**src/rtl/mult_arbiter.sv**
```systemverilog
// Round-robin arbiter sharing one single-port multiplier among NumHosts bus hosts.
// Optional response watchdog enabled by defining MULT_ARB_TIMEOUT_EN.
//
// state | meaning
// IDLE  | no transaction in flight, a request may be issued
// BUSY  | one transaction in flight, waiting for dev_rvalid_i (or watchdog)
module mult_arbiter #(
  parameter int unsigned NumHosts      = 2,
  parameter int unsigned DataWidth     = 32,
  parameter int unsigned AddressWidth  = 32,
  parameter int unsigned TimeoutCycles = 16
) (
  input  logic                             clk_i,
  input  logic                             rst_ni,
  input  logic [NumHosts-1:0]              host_req_i,
  output logic [NumHosts-1:0]              host_gnt_o,
  input  logic [NumHosts*AddressWidth-1:0] host_addr_i,
  input  logic [NumHosts-1:0]              host_we_i,
  input  logic [NumHosts*DataWidth/8-1:0]  host_be_i,
  input  logic [NumHosts*DataWidth-1:0]    host_wdata_i,
  output logic [NumHosts-1:0]              host_rvalid_o,
  output logic [NumHosts*DataWidth-1:0]    host_rdata_o,
  output logic [NumHosts-1:0]              host_err_o,
  output logic                             dev_req_o,
  output logic [AddressWidth-1:0]          dev_addr_o,
  output logic                             dev_we_o,
  output logic [DataWidth/8-1:0]           dev_be_o,
  output logic [DataWidth-1:0]             dev_wdata_o,
  input  logic                             dev_rvalid_i,
  input  logic [DataWidth-1:0]             dev_rdata_i,
  input  logic                             dev_err_i
);

  localparam int unsigned PtrW = $clog2(NumHosts);
  localparam int unsigned BeW  = DataWidth / 8;

  if (NumHosts < 2) begin : g_bad_hosts
    $error("mult_arbiter: NumHosts must be at least 2");
  end
  if (DataWidth != 32) begin : g_bad_width
    $error("mult_arbiter: DataWidth must be 32");
  end
  if (TimeoutCycles < 2) begin : g_bad_timeout
    $error("mult_arbiter: TimeoutCycles must be at least 2");
  end

  typedef enum logic {
    IDLE = 1'b0,
    BUSY = 1'b1
  } state_e;

  state_e          state_q, state_d;
  logic [PtrW-1:0] ptr_q, ptr_d;
  logic [PtrW-1:0] owner_q, owner_d;

  logic [NumHosts-1:0][AddressWidth-1:0] addr_arr;
  logic [NumHosts-1:0][BeW-1:0]          be_arr;
  logic [NumHosts-1:0][DataWidth-1:0]    wdata_arr;

  assign addr_arr  = host_addr_i;
  assign be_arr    = host_be_i;
  assign wdata_arr = host_wdata_i;

  logic [PtrW-1:0] winner;
  logic            found;
  logic [PtrW:0]   scan_sum;
  logic [PtrW-1:0] scan_idx;
  logic            can_issue;
  logic            issue;
  logic            timeout;
  logic            resp_fire;
  logic [DataWidth-1:0] resp_data;
  logic                 resp_err;

  // First requester at or after ptr, wrapping modulo NumHosts.
  always_comb begin
    found    = 1'b0;
    winner   = '0;
    scan_sum = '0;
    scan_idx = '0;
    for (int i = 0; i < NumHosts; i++) begin
      scan_sum = {1'b0, ptr_q} + (PtrW+1)'(i);
      if (scan_sum >= (PtrW+1)'(NumHosts)) begin
        scan_sum = scan_sum - (PtrW+1)'(NumHosts);
      end
      scan_idx = scan_sum[PtrW-1:0];
      if (!found && host_req_i[scan_idx]) begin
        found  = 1'b1;
        winner = scan_idx;
      end
    end
  end

  // Reset gates the combinational outputs so everything reads 0 while rst_ni is low.
  assign can_issue = (state_q == IDLE) || ((state_q == BUSY) && dev_rvalid_i);
  assign issue     = rst_ni && can_issue && found;
  assign resp_fire = rst_ni && (state_q == BUSY) && (dev_rvalid_i || timeout);
  assign resp_data = timeout ? '0 : dev_rdata_i;
  assign resp_err  = timeout ? 1'b1 : dev_err_i;

  assign dev_req_o   = issue;
  assign dev_addr_o  = issue ? addr_arr[winner]  : '0;
  assign dev_we_o    = issue ? host_we_i[winner] : 1'b0;
  assign dev_be_o    = issue ? be_arr[winner]    : '0;
  assign dev_wdata_o = issue ? wdata_arr[winner] : '0;

  // Responses follow the registered owner, never the winner of this cycle.
  for (genvar g = 0; g < NumHosts; g++) begin : g_host
    assign host_gnt_o[g]    = issue && (winner == PtrW'(g));
    assign host_rvalid_o[g] = resp_fire && (owner_q == PtrW'(g));
    assign host_err_o[g]    = host_rvalid_o[g] && resp_err;
    assign host_rdata_o[g*DataWidth +: DataWidth] = host_rvalid_o[g] ? resp_data : '0;
  end

`ifdef MULT_ARB_TIMEOUT_EN
  localparam int unsigned CntW = $clog2(TimeoutCycles);

  logic [CntW-1:0] cnt_q, cnt_d;

  always_comb begin
    cnt_d = cnt_q;
    if (issue) begin
      cnt_d = '0;
    end else if ((state_q == BUSY) && !dev_rvalid_i) begin
      cnt_d = cnt_q + CntW'(1);
    end
  end

  assign timeout = rst_ni && (state_q == BUSY) && !dev_rvalid_i &&
                   (cnt_q == CntW'(TimeoutCycles - 1));

  always_ff @(posedge clk_i or negedge rst_ni) begin
    if (!rst_ni) begin
      cnt_q <= '0;
    end else begin
      cnt_q <= cnt_d;
    end
  end
`else
  assign timeout = 1'b0;
`endif

  always_comb begin
    state_d = state_q;
    ptr_d   = ptr_q;
    owner_d = owner_q;
    if (issue) begin
      state_d = BUSY;
      owner_d = winner;
      ptr_d   = (winner == PtrW'(NumHosts - 1)) ? '0 : winner + PtrW'(1);
    end else if (resp_fire) begin
      state_d = IDLE;
    end
  end

  always_ff @(posedge clk_i or negedge rst_ni) begin
    if (!rst_ni) begin
      state_q <= IDLE;
      ptr_q   <= '0;
      owner_q <= '0;
    end else begin
      state_q <= state_d;
      ptr_q   <= ptr_d;
      owner_q <= owner_d;
    end
  end

endmodule

```
**config.mk**
```make
export PLATFORM = sky130hd
export DESIGN_NAME = mult_arbiter
export DESIGN_NICKNAME = d
export VERILOG_FILES = /design/src/rtl/mult_arbiter.sv
export SDC_FILE = /design/constraint.sdc
export NUM_CORES = 1
export LEC_CHECK = 0
export CORE_AREA = 2 2 123 125
export CTS_BUF_LIST = sky130_fd_sc_hd__clkbuf_16
export DETAILED_ROUTE_END_ITERATION = 7
export DIE_AREA = 0 0 125 127
export PLACE_DENSITY_LB_ADDON = 0.08
export SLEW_MARGIN = 20
export SYNTH_ARGS = -nofsm -noshare
export SYNTH_HDL_FRONTEND = slang
export SYNTH_SLANG_ARGS = --single-unit
export TNS_END_PERCENT = 100
```
**constraint.sdc**
```tcl
create_clock -name clk_i -period 1.3 [get_ports clk_i]
set_clock_uncertainty 0.05 [all_clocks]
set_input_delay 0.13 -clock clk_i [delete_from_list [all_inputs] [get_ports clk_i]]
set_output_delay 0.13 -clock clk_i [all_outputs]
set_load 0.02 [all_outputs]
```
==> flow_summary.toml <==
[outcome]
outcome = "finished, violations left"
violations = "setup timing"

[detailed_routing]
drt-wirelength-per-cell_um = 17.4
dr_total_vias = 2871
drtPass1Iterations = 4
wirelength_um = 12400
drtIter0Drc = 57
drc = 0
drt.antenna.violating_nets = 0
via_per_inst = 4.02

[clock_network]
cts_tree = "yes"
cts_sinks = 3
clock_latency_ns = 0.22
cts_buffer_depth = 2
cts.clk_slew.worst_paths_ns = 0.03
numCtsBuffers = 3
cts-root-buf = "clkbuf_16"
cts_max_level = 1

[timing]
fmax_mhz = 534
fin_ws_ns = -0.574
worst_pin_slew_ns = 0.234
fin_crit_sh = 1.44
drv_slew = 0
period_needed_ns = 1.87
rsz0062_at_grt = "true"
setup_viol = 143
slew_headroom = 0.844
hold_viol = 0

[die]
core_area_mm2 = 0.0144
die-area_mm2 = 0.0159
ios = 316
initial_utilization = 0.0936
die_width_um = 125
die_h_um = 127
num_rows = 44

[global_route]
antenna_found_initial = 0
grt_pass1_wl_um = 17900
grt_pass1_vias = 2978
grtUsageTotal = 0.142
grt_overflow = 0
grt_start_max_net_pins = 18

[power_and_ir_drop]
vdd_drop_max_uv = 765
p_sw_frac = 0.339
power_frac_seq = 0.043
p_clk_frac = 0.161
power_mw = 3.01
comb_power_share = 0.796
leakage_nw = 2.67
p_per_area_mw_per_mm2 = 512
p_switching_mw = 1.02
power.internal_mw = 1.99

[synthesis]
synthTopCellsByArea = "a22o_1 45%, and2_1 31%, buf_6 6.7%"
synth_cells = 176
ys_types = 14
yosysSeqAreaShare = 0.0556
synth_top_family_by_area = "compound AO/OA/AOI/OAI gates"
yosys.area_share.adder = 0
avgSynthCellArea_um2 = 7.67
synth_top_area_cell = "a22o_1"
syn-num-nets = 352
synth-simple-area-share = 0.356
netlist_area_mm2 = 0.00135
synth_warnings = 0
muxShareOfSynthArea = 0
synth_seq_cells = 3
synth_top_cell_area_share = 0.448
synth_xor_area_frac = 0
synth_compound_area_frac = 0.465

[setup_path]
critPathKind = "flop to output pin"
crit_path_end_kind = "output pin"
cp.arrival_ns = 1.69
crit_required_ns = 1.12
reg2reg_depth = 7
path_max_fanout = 6
startpoint_type = "flop"

[placement]
post-place-ws_ns = -0.994
place.gp.congestion = 0.782
hpwl_um = 9160
io_buffers = 315
dp.cells = 670
place_area_mm2 = 0.00496

[final_layout]
layout_common_cells = "173 x clkdlybuf4s50_1, 147 x buf_6, 61 x a22o_1"
final_util = 0.408
drive_gt1_frac = 0.530
final_area_mm2 = 0.00588
layout.cells.most_common = "clkdlybuf4s50_1"
fin_nets = 707
antenna_cells = 0
stdcell_count = 714
area_growth_pct = 336

[job]
max_cap_violations = 0

[worst_hold_path]
min_path_cells = 4
hp-class = "input port to flop"
==> per-layer routing <==
layer	wire length, um	global-route usage	up-vias
li1	-	-	1378
met1	4210	0.144	1335
met2	7230	0.301	149
met3	893	0.0327	9
met4	95	0.0170	0
met5	0	0	-
==> final cells by class <==
class	instances	area, um2
flip-flops and latches	3	75.1
fillers	1419	8540
clock buffers	3	75.1
clock inverters	1	3.75
repair buffers	372	4140
well taps	184	230
multi-input cells	148	1350
inverters	3	16.3
==> Yosys cell counts <==
cell type / number
nor2b_1: 1
nand2_1: 4
nand2b_1: 1
buf_6: 8
nor3_2: 2
buf_2: 10
a22o_1: 69
and2_1: 66
inv_1: 3
a21o_1: 2
and4b_1: 2
dfrtp_1: 3
o221ai_1: 1
clkbuf_1: 4
==> logic make-up after synthesis <==
family | Yosys count
AND/OR/NAND/NOR | 76
buffers and inverters | 25
flip-flops | 3
AO/OA/AOI/OAI | 72
==> path summary, 6_finish.rpt <==
path,start,endpoint,slack [ns]
setup / recovery,state_q,dev_wdata_o[7],-0.57
hold / removal,dev_rvalid_i,state_q,0.48
setup reg to reg,state_q,ptr_q,-0.13
hold reg to reg,owner_q,owner_q,0.54
max in group asynchronous,rst_ni,owner_q,0.57
min in group asynchronous,rst_ni,ptr_q,0.54
==> worst max-delay path, stage by stage (launching register included) <==
cell       delay [ns]
dfrtp_1          0.37
nor2b_4          0.13
and4b_4          0.40
buf_8            0.16
clkbuf_16        0.15
a22o_1           0.14
buf_6            0.12
==> flip-flops by register name, summed over array words and instances (netlist names) <==
signal   flops
owner_q      1
state_q      1
ptr_q        1
==> what timing repair did <==
item	4_1_cts	5_1_grt
setup buffers	29	4
pin swaps	6	18
gates cloned	9	4
gates resized for setup	886	35
hold endpoints to repair	3	0
hold buffers	1	0
endpoints found under the setup margin	142	143
==> per-stage QoR <==
step	hold WS [ns]	TNS, ns
final	0.475	-68.81
after global routing	0.519	-77.05
after CTS	0.419	-71.08
after detailed placement	0.475	-126.93
after global placement	0.444	-127.13
after floorplan	-0.216	-10.46
==> power by group through the flow <==
stage / Sequential [mW] / Clock (mW) / Combinational [mW]
floorplan: 0.123 / 0 / 0.779
global placement: 0.126 / 0 / 1.96
detailed placement: 0.128 / 0 / 1.96
CTS: 0.129 / 0.493 / 2.37
global route: 0.131 / 0.504 / 2.52
finish: 0.130 / 0.485 / 2.40
Power figures use the tool's default switching activity.
